==> config.mk <==
export PLATFORM = sky130hd
export DESIGN_NAME = inst_wb_if
export DESIGN_NICKNAME = d
export VERILOG_FILES = /design/src/rtl/inst_wb_if.sv
export SDC_FILE = /design/constraint.sdc
export NUM_CORES = 1
export LEC_CHECK = 0
export ABC_CLOCK_PERIOD_IN_PS = 1740
export BUFFER_PORTS_ARGS = -buffer_cell sky130_fd_sc_hd__buf_2
export CAP_MARGIN = 20
export CELL_PAD_IN_SITES_DETAIL_PLACEMENT = 0
export CELL_PAD_IN_SITES_GLOBAL_PLACEMENT = 1
export CORE_MARGIN = 3
export CORE_UTILIZATION = 33
export CTS_CLUSTER_DIAMETER = 30
export CTS_CLUSTER_SIZE = 10
export DETAILED_ROUTE_END_ITERATION = 10
export PLACE_DENSITY = 0.77
export RECOVER_POWER = 50
export SYNTH_ARGS = -nofsm -noshare
export SYNTH_HDL_FRONTEND = slang
export SYNTH_SLANG_ARGS = --single-unit
==> constraint.sdc <==
create_clock -name clk -period 1.74 [get_ports clk]
set_input_delay 0.348 -clock clk [delete_from_list [all_inputs] [get_ports clk]]
set_output_delay 0.348 -clock clk [all_outputs]
set_load 0.02 [all_outputs]
==> src/rtl/inst_wb_if.sv <==
// Instruction fetch Wishbone classic read master (single-beat).
// Optional INST_BYTE_SWAP_EN: byte-swap fetched words (BE image -> LE inst).
module inst_wb_if (
  input  logic        clk,
  input  logic        rst,
  input  logic        stall_i,
  input  logic        flush_i,
  input  logic        cpu_ce_i,
  input  logic [31:0] cpu_addr_i,
  output logic [31:0] cpu_inst_o,
  output logic        stallreq_o,
  output logic [31:0] wb_adr_o,
  input  logic [31:0] wb_dat_i,
  output logic [31:0] wb_dat_o,
  output logic        wb_we_o,
  output logic [3:0]  wb_sel_o,
  output logic        wb_stb_o,
  output logic        wb_cyc_o,
  input  logic        wb_ack_i
);

  typedef enum logic [1:0] {
    IDLE           = 2'd0,
    BUSY           = 2'd1,
    WAIT_FOR_STALL = 2'd2
  } state_t;

  state_t      state;
  logic [31:0] rd_buf;
  logic [31:0] fmt_dat;

  // Word-aligned fetch: the low address bits never reach the bus.
  logic unused_addr;
  assign unused_addr = ^cpu_addr_i[1:0];

  assign wb_dat_o = 32'h0;

  // Memory word to instruction word ordering.
`ifdef INST_BYTE_SWAP_EN
  assign fmt_dat = {wb_dat_i[7:0],   wb_dat_i[15:8],
                    wb_dat_i[23:16], wb_dat_i[31:24]};
`else
  assign fmt_dat = wb_dat_i;
`endif

  // Bus master FSM with registered Wishbone outputs and read buffer.
  always_ff @(posedge clk) begin
    if (rst) begin
      state    <= IDLE;
      wb_cyc_o <= 1'b0;
      wb_stb_o <= 1'b0;
      wb_we_o  <= 1'b0;
      wb_sel_o <= 4'h0;
      wb_adr_o <= 32'h0;
      rd_buf   <= 32'h0;
    end else begin
      wb_we_o <= 1'b0;
      unique case (state)
        IDLE: begin
          if (cpu_ce_i && !flush_i) begin
            wb_cyc_o <= 1'b1;
            wb_stb_o <= 1'b1;
            wb_sel_o <= 4'hF;
            wb_adr_o <= {cpu_addr_i[31:2], 2'b00};
            state    <= BUSY;
          end
        end
        BUSY: begin
          if (flush_i) begin
            wb_cyc_o <= 1'b0;
            wb_stb_o <= 1'b0;
            wb_sel_o <= 4'h0;
            wb_adr_o <= 32'h0;
            rd_buf   <= 32'h0;
            state    <= IDLE;
          end else if (wb_ack_i) begin
            wb_cyc_o <= 1'b0;
            wb_stb_o <= 1'b0;
            wb_sel_o <= 4'h0;
            wb_adr_o <= 32'h0;
            rd_buf   <= fmt_dat;
            state    <= stall_i ? WAIT_FOR_STALL : IDLE;
          end
        end
        WAIT_FOR_STALL: begin
          if (flush_i) begin
            wb_cyc_o <= 1'b0;
            wb_stb_o <= 1'b0;
            wb_sel_o <= 4'h0;
            wb_adr_o <= 32'h0;
            rd_buf   <= 32'h0;
            state    <= IDLE;
          end else if (!stall_i) begin
            state <= IDLE;
          end
        end
        default: begin
          wb_cyc_o <= 1'b0;
          wb_stb_o <= 1'b0;
          wb_sel_o <= 4'h0;
          wb_adr_o <= 32'h0;
          state    <= IDLE;
        end
      endcase
    end
  end

  // Pipeline-facing instruction and stall request, forced low in reset.
  always_comb begin
    stallreq_o = 1'b0;
    cpu_inst_o = 32'h0;
    if (!rst) begin
      unique case (state)
        IDLE: begin
          stallreq_o = cpu_ce_i & ~flush_i;
          cpu_inst_o = rd_buf;
        end
        BUSY: begin
          stallreq_o = ~wb_ack_i;
          cpu_inst_o = wb_ack_i ? fmt_dat : 32'h0;
        end
        default: begin
          stallreq_o = 1'b0;
          cpu_inst_o = 32'h0;
        end
      endcase
    end
  end

endmodule
==> results of run 1 <==
worst paths after layout:
check                                   start              to  slack [ns]  cells past startpoint
worst min-delay path            cpu_addr_i[5]     wb_adr_o[5]        0.26                      3
worst max register to register       state[1]      rd_buf[30]       -0.06                      6
worst min register to register   wb_adr_o[14]    wb_adr_o[14]        0.46                      2
worst max-delay path                 state[1]  cpu_inst_o[18]       -0.19                      5
cells in the final DEF (no fill, tap or decap), types with 2 or more instances in the layout:
master / synthesis / routed
nor2_1: 33 / 32
clkbuf_8: 0 / 11
bufinv_16: 0 / 4
a22oi_1: 32 / 30
nand2b_1: 2 / 2
dfxtp_1: 65 / 63
a22oi_2: 0 / 2
buf_2: 11 / 84
a21oi_1: 33 / 33
o211ai_1: 32 / 32
nand3_1: 24 / 24
nand4_1: 12 / 12
nand2_1: 24 / 24
or4b_1: 32 / 32
buf_12: 0 / 7
dfxtp_4: 0 / 2
conb_1: 1 / 35
clkbuf_1: 28 / 36
nor4b_1: 2 / 2
mux2i_1: 30 / 30
buf_4: 42 / 28
registers in the layout, summed over array words and instances, names as in the netlist:
| register | cells |
|---|---|
| rd_buf | 32 |
| wb_adr_o | 30 |
| state | 2 |
| wb_sel_o | 1 |
layout make-up:
cell class,count,area (sq um)
clock buffer,11,151
clock inverter,5,125
fill,1106,5900
inverter,2,7.51
multi-input combinational,302,1970
sequential,65,1310
tap,136,170
timing repair buffer,157,925
layer usage:
layer  GRT usage  up-vias  share of wire
met3      0.0497        8          0.077
met5           0        -              0
met2       0.262      149           0.46
li1            -     1716              -
met4      0.0373        0         0.0066
met1       0.203     1677           0.45
timing repair:
action / CTS / global route
pin swaps: 0 / 1
setup endpoints to repair: 39 / 62
resized for setup: 13 / 14
buffers inserted: 1 / 0
worst max-delay path, stage by stage (launching register included):
cell	delay, ns
dfxtp_4	0.37
and3b_2	0.28
buf_12	0.18
a22oi_1	0.10
nor2_1	0.14
buf_4	0.16
metrics by stage:
stage	TNS (ns)	worst slack, ns	instances	cell area, sq um	hold slack [ns]
final	-6.38	-0.191	678	4660	0.261
after global routing	-12.78	-0.271	678	4660	0.245
after CTS	-5.74	-0.228	678	4670	0.235
after detailed placement	0	0.00456	661	4350	0.444
after global placement	0	0.0237	661	4350	0.439
after floorplan	0	0.0192	461	3780	0.464
cells by family after synthesis:
logic type	Yosys count
flops	65
compound gates	103
buf+inv	94
other cells	1
mux	30
simple gates	134
power by group through the flow:
stage / registers, mW / clock network [mW] / logic, mW
4_1_cts: 1.58 / 1.83 / 0.675
5_1_grt: 1.59 / 1.89 / 0.715
3_3_place_gp: 1.62 / 0 / 0.656
2_1_floorplan: 1.68 / 0 / 0.442
6_report: 1.59 / 1.78 / 0.660
3_5_place_dp: 1.62 / 0 / 0.667
==> impl_metrics.yaml, run 1 <==
power_and_ir_drop:
  p_sw_mw: 1.06
  netSwitchingFraction: 0.265
  sequentialPowerShare: 0.394
  p_leak_nw: 1.88
  peakVddDrop_mv: 0.418
  pwr-share-clk: 0.442
  combPwrFrac: 0.164
  power.density_nw_per_um2: 863
  total_power_mw: 4.02
  p_int_mw: 2.96
synthesis:
  avgSynthCellArea_sq_um: 8.55
  synth.cell_area_sq_um: 3650
  yosys_most_used_dff: "dfxtp_1"
  yosysWarnings: 0
  yosys-top-cells-count: "dfxtp_1 (65), buf_4 (42), a21oi_1 (33), nor2_1 (33)"
  synth-compound-area-share: 0.192
  synthCells: 427
  synth_mux_area_frac: 0.0822
  synth-seq-area-share: 0.356
  async_flop_share: 0
  yosysMostFrequentCell: "dfxtp_1"
  ys_top_cells_by_area: "dfxtp_1 (36%), or4b_1 (8.8%), buf_4 (8.6%)"
  synth_simple_gate_area_share: 0.218
  synth_fa_ha_area_frac: 0
  yosysTopAreaCell: "dfxtp_1"
  synth_top_family_by_area: "simple AND/OR/NAND/NOR gates"
  synth_top_area_frac: 0.356
  synth_xor_area_frac: 0
  synth_edf_count: 0
  yosysUniqueCellTypes: 32
  ys_ff_latch: 65
die:
  core_area_sq_um: 10600
  start_util: 0.346
  rows: 37
  die_area_sq_um: 12400
  die_w_um: 111
  boundaryPins: 174
  dieHeight_um: 111
setup_path:
  cp_data_required_time_ns: 1.39
  crit_path_end_kind: "output port"
  cp-start-kind: "flip-flop"
  arrival_ns: 1.58
  path_max_fanout: 24
  critical_path_class: "flip-flop to output port"
timing:
  fin_crit_sh: 1.11
  slew_headroom: 0.602
  tightest_slew_ns: 0.589
  drv_slew: 0
  fin_crit_ns: 1.93
  fmax_ghz: 0.518
  skew_ns: 0.00491
  final_hold_viol_count: 0
  rsz0062_at_grt: "true"
  layout_setup_ws_ns: -0.191
  finalSetupViolCount: 61
drt:
  wl_per_cell_um: 15.2
  drt-initial-drc-count: 277
  final_antenna_net_count: 0
  finalWirelength_um: 10300
  drc: 0
  viasPerCell: 5.24
  vias: 3550
  first_pass_iters: 5
clock_network:
  clk_pin_slew_ns: 0.07
  ctsHoldBuffers: 0
  clkSinkCount: 65
  cts_tree: "built"
  clock_path_buffers: 2
  clk_latency_ns: 0.34
  cts_root_buf: "clkbuf_8"
  numCtsBuffers: 9
  htree_levels: 3
hold_path:
  worst_hold_path_type: "input port to flip-flop"
layout:
  syn2layout_area_growth_pct: 27.6
  diodes: 0
  drive_gt1_frac: 0.269
  fin_nets: 607
  fin_util: 0.441
run:
  drv_cap: 0
global_routing:
  grt_first_pass_wirelength_um: 16600
  globalRouteOverflowTotal: 0
  antenna_found_initial: 0
  grt_max_degree: 62
  grt_pass1_vias: 3386
  grt_usage: 0.159
placement:
  place.gp.congestion: 0.743
  dp_hpwl_um: 6820
  port_buffers: 136
status:
  failed_checks: "negative setup slack"
  status: "finished with violations"
Power figures use the tool's default switching activity.
==> inputs of run 2 (changes only) <==
PLACE_DENSITY = not set   (was 0.77)
PLACE_DENSITY_LB_ADDON = 0.1   (was not set)
==> run 2 against run 1 <==
  * Largest cell class unchanged
  * Die area is the same
  * Clock skew up 0.0046 ns
  * Fmax grew 0.11%
  * The flow still finishes with violations (negative setup slack)
  * Via count is 3.2% higher
  * Combinational power increased by 18%
==> impl_metrics.yaml, run 2 (synthesis results as in run 1) <==
status:
  status: "finished with violations"
  failed_checks: "negative setup slack"
clock_network:
  clk_pin_slew_ns: 0.08
  numCtsBuffers: 9
  clock_path_buffers: 2
  cts_root_buf: "clkbuf_8"
  clkSinkCount: 65
  htree_levels: 3
  clk_latency_ns: 0.35
  cts_tree: "built"
  ctsHoldBuffers: 0
timing:
  final_hold_viol_count: 0
  rsz0062_at_grt: "true"
  fmax_ghz: 0.518
  skew_ns: 0.00950
  fin_crit_ns: 1.93
  finalSetupViolCount: 33
  drv_slew: 0
  fin_crit_sh: 1.11
  layout_setup_ws_ns: -0.189
drt:
  viasPerCell: 5.27
  drt-initial-drc-count: 201
  final_antenna_net_count: 0
  drc: 0
  first_pass_iters: 6
  wl_per_cell_um: 16.0
  finalWirelength_um: 11100
  vias: 3665
global_routing:
  antenna_found_initial: 0
  grt_first_pass_wirelength_um: 17600
  grt_pass1_vias: 3466
  globalRouteOverflowTotal: 0
  grt_usage: 0.170
  grt_max_degree: 62
setup_path:
  cp_cell_sequence: "and3b_2, buf_12, a22oi_2, nor2_1, buf_4"
  path_max_fanout: 17
  reg2reg_setup_slack_ns: 0.01
  r2r_cells: 9
  arrival_ns: 1.58
  critical_path_class: "flip-flop to output port"
  r2r-start: "state[0]"
  cpLargestDelayFamily: "simple AND/OR/NAND/NOR gates"
  crit_path_end_kind: "output port"
  critical_path_cell_count: 5
  critical_path_buf_inv_count: 2
  critPathSlowestCell: "dfxtp_4"
  cp_data_required_time_ns: 1.39
  r2r_end: "wb_adr_o[13]"
  max_stage_delay_ns: 0.36
  cp-start-kind: "flip-flop"
layout:
  reg_top3: "rd_buf (32), wb_adr_o (30), state (2)"
  finalNonFillerCells: 696
  layout_commonest_cell: "buf_2"
  register_area_sq_um: 1310
  diodes: 0
  drive_gt1_frac: 0.329
  n_fill_cell: 1071
  regMostFlops: "rd_buf"
  layout_common_cells: "buf_2 (67), dfxtp_1 (63), buf_4 (47), clkbuf_1 (36), conb_1 (35)"
  fin_nets: 625
  largest_reg_flops: 32
  syn2layout_area_growth_pct: 38.2
  multi_input_area_sq_um: 2060
placement:
  port_buffers: 136
  dp_hpwl_um: 6920
  dp_slack_ns: 0.0566
  place.gp.congestion: 0.733
  dp_cells: 664
die:
  start_util: 0.346
  boundaryPins: 174
  rows: 37
  dieHeight_um: 111
  die_area_sq_um: 12400
  die_w_um: 111
  core_area_sq_um: 10600
power_and_ir_drop:
  p_leak_nw: 2.01
  peakVddDrop_mv: 0.354
  power.density_nw_per_um2: 756
hold_path:
  hp-start: "cpu_addr_i[14]"
  worst_hold_path.endpoint: "wb_adr_o[14]"
  worstHoldPathCells: 3
  worst_hold_path_type: "input port to flip-flop"
run:
  drv_cap: 0
## run 2: cell count changes in the layout (fill, tap and decap cells not counted), sizes merged
cell      previous run  this run
bufinv               4         2
clkinvlp             0         1
buf                120       136
clkinv               2         5
## run 2: worst register-to-register path: cells and delay by family (launching register included)
kind	cells	cell delay, ns
buffers and inverters	6	0.81
flip-flops	1	0.37
AO/OA/AOI/OAI	1	0.26
multiplexers	1	0.20
AND/OR/NAND/NOR	1	0.04
## run 2: per-stage QoR
stage | hold slack, ns | total power, mW | area [sq um] | util | setup TNS, ns
final | 0.246 | 3.82 | 5050 | 0.478 | -4.86
after global routing | 0.223 | 3.99 | 5050 | 0.478 | -8.43
after CTS | 0.227 | 3.82 | 4900 | 0.464 | -5.87
after detailed placement | 0.448 | 2.30 | 4410 | 0.418 | 0
after global placement | 0.439 | 2.29 | 4410 | 0.418 | 0
after floorplan | 0.464 | 2.12 | 3780 | - | 0
## run 2: per-layer routing
metal,global-route usage,routed length (um),share of wire
met1,0.235,5080,0.46
met2,0.268,5230,0.47
met3,0.0453,667,0.060
met4,0.0365,130,0.012
met5,0,0,0
## run 2: worst max-delay path by stage
stage          startpoint        endpoint
5_1_grt          state[0]  cpu_inst_o[29]
3_3_place_gp     wb_ack_i  cpu_inst_o[20]
6_report         state[1]  cpu_inst_o[22]
4_1_cts          state[0]  cpu_inst_o[22]
2_1_floorplan    state[1]  cpu_inst_o[10]
3_5_place_dp     state[0]    wb_adr_o[13]
## run 2: cell type report
cell class,count,share of cell area
Clock buffer,9,0.0245
Tap cell,136,0.0337
Inverter,2,0.00149
Multi-Input combinational cell,302,0.409
Sequential cell,65,0.259
Clock inverter,7,0.0188
Timing Repair Buffer,175,0.253
## run 2: repair_timing
item                                    in CTS  in global routing
cloned                                       2                  3
setup buffers                                9                  4
endpoints found under the setup margin      33                 63
pin swaps                                    4                 10
gates resized for setup                     46                 31
## run 2: power breakdown
| part | leakage, nW | internal [mW] | switching [mW] |
|---|---|---|---|
| clock | 0.109 | 0.806 | 0.643 |
| combinational | 1.37 | 0.321 | 0.459 |
| sequential | 0.530 | 1.55 | 0.0368 |
| total | 2.01 | 2.68 | 1.14 |
==> inputs of run 3 (changes only) <==
CORE_ASPECT_RATIO = 2   (was not set)
==> run 3 against run 2 <==
  * The flow still finishes with violations (negative setup slack)
  * Largest cell class unchanged
  * Final cell count is 0.72% lower
  * Count of clock-buffer cells in the layout grew 1
  * Global-route usage is 0.20 points lower
  * Wire length shrank 3.0%
  * Fmax down 0.62%
  * Sequential power about the same
==> impl_metrics.yaml, run 3 (synthesis results as in run 1) <==
status:
  status: "finished with violations"
  failed_checks: "negative setup slack"
timing:
  fmax_ghz: 0.515
  fin_crit_sh: 1.12
  fin_tns_setup_ns: -4.60
  layout_setup_ws_ns: -0.201
  fin_crit_ns: 1.94
  rsz0062_at_grt: "true"
  drv_slew: 0
  final_hold_viol_count: 0
  finalSetupViolCount: 33
  skew_ns: 0.00607
placement:
  dp_hpwl_um: 7050
  dp_cells: 665
  place_area_sq_um: 4380
  port_buffers: 136
  place.gp.congestion: 0.727
die:
  core_area_sq_um: 10700
  start_util: 0.342
  rows: 53
  boundaryPins: 174
  die_area_sq_um: 12400
  dieHeight_um: 155
  die_w_um: 80.4
layout:
  diodes: 0
  largest_reg_flops: 32
  fin_nets: 619
  fin_area_sq_um: 4850
  syn2layout_area_growth_pct: 32.9
  fin_util: 0.454
  drive_gt1_frac: 0.294
  layout_common_cells: "buf_2 (68), dfxtp_1 (64), buf_4 (54), clkbuf_1 (36), conb_1 (35)"
  finalNonFillerCells: 691
  regMostFlops: "rd_buf"
  multi_input_area_sq_um: 1990
  n_fill_cell: 1141
  register_area_sq_um: 1310
  layout_commonest_cell: "buf_2"
  reg_top3: "rd_buf (32), wb_adr_o (30), state (2)"
global_routing:
  grt_first_pass_wirelength_um: 16800
  grt_pass1_vias: 3434
  globalRouteOverflowTotal: 0
  antenna_found_initial: 0
  grt_usage: 0.168
  grt_max_degree: 62
hold_path:
  worstHoldPathCells: 3
  worst_hold_path_type: "input port to flip-flop"
  hp-start: "cpu_addr_i[5]"
  worst_hold_path.endpoint: "wb_adr_o[5]"
setup_path:
  path_max_fanout: 17
  r2r_end: "wb_adr_o[6]"
  cp-start-kind: "flip-flop"
  cp_cell_sequence: "and3b_2, buf_12, a22oi_1, nor2_1, buf_4"
  r2r-start: "state[0]"
  arrival_ns: 1.59
  cpLargestDelayFamily: "simple AND/OR/NAND/NOR gates"
  max_stage_delay_ns: 0.35
  critical_path_class: "flip-flop to output port"
  critical_path_buf_inv_count: 2
  r2r_cells: 7
  crit_path_end_kind: "output port"
  reg2reg_setup_slack_ns: 0.05
  critPathSlowestCell: "dfxtp_4"
  cp_data_required_time_ns: 1.39
clock_network:
  cts_tree: "built"
  numCtsBuffers: 9
  htree_levels: 3
  clock_path_buffers: 2
  clkSinkCount: 65
  clk_latency_ns: 0.33
  cts_root_buf: "clkbuf_16"
  clk_pin_slew_ns: 0.05
drt:
  vias: 3587
  finalWirelength_um: 10800
  drc: 0
  wl_per_cell_um: 15.6
  first_pass_iters: 4
  viasPerCell: 5.19
  final_antenna_net_count: 0
  drt-initial-drc-count: 94
power_and_ir_drop:
  peakVddDrop_mv: 0.461
  p_leak_nw: 1.96
  power.density_nw_per_um2: 845
run:
  drv_cap: 0
## run 3: power breakdown
part	internal, mW	total (mW)	switching [mW]
registers	1.55	1.59	0.0356
clock network	1.15	1.83	0.674
logic	0.255	0.689	0.434
total	2.96	4.10	1.14
## run 3: worst max-delay path by stage
stage	to	slack (ns)	cells past startpoint	startpoint
final	cpu_inst_o[27]	-0.20	5	state[1]
after global routing	cpu_inst_o[27]	-0.30	5	state[1]
after CTS	cpu_inst_o[28]	-0.24	5	state[1]
after detailed placement	cpu_inst_o[28]	0.08	6	wb_ack_i
after global placement	cpu_inst_o[28]	0.07	6	wb_ack_i
after floorplan	cpu_inst_o[10]	0.02	6	state[1]
## run 3: layer usage
metal	wire length, um	vias to the layer above	track usage
met5	0	-	0
met4	184	0	0.0653
met3	618	14	0.0303
met2	5730	116	0.299
met1	4240	1720	0.195
li1	-	1737	-
## run 3: layout make-up
| type | instances | share of cell area |
|---|---|---|
| Multi-Input combinational cell | 302 | 0.410 |
| Timing Repair Buffer | 169 | 0.222 |
| Inverter | 2 | 0.00155 |
| Tap cell | 137 | 0.0353 |
| Clock inverter | 6 | 0.0137 |
| Sequential cell | 65 | 0.269 |
| Clock buffer | 10 | 0.0493 |
## run 3: per-stage QoR
step                      total power [mW]  hold slack [ns]  setup slack (ns)
after floorplan                       2.12            0.464            0.0192
after global placement                2.29            0.440            0.0653
after detailed placement              2.30            0.444            0.0770
after CTS                             4.18            0.265            -0.243
after global routing                  4.29            0.280            -0.298
final                                 4.10            0.280            -0.201
## run 3: worst reg2reg max path, delay by kind of cell (launching register included)
kind,cells,cell delay [ns]
compound gates,1,0.29
buf+inv,4,0.71
flops,1,0.34
mux,1,0.23
simple gates,1,0.06
## run 3: repair_timing
action | in CTS | in global routing
pin swaps | 0 | 0
setup buffers | 5 | 4
endpoints found under the setup margin | 33 | 59
gates cloned | 1 | 0
hold buffers | 0 | 0
hold endpoints to repair | 0 | 0
gates resized for setup | 25 | 24
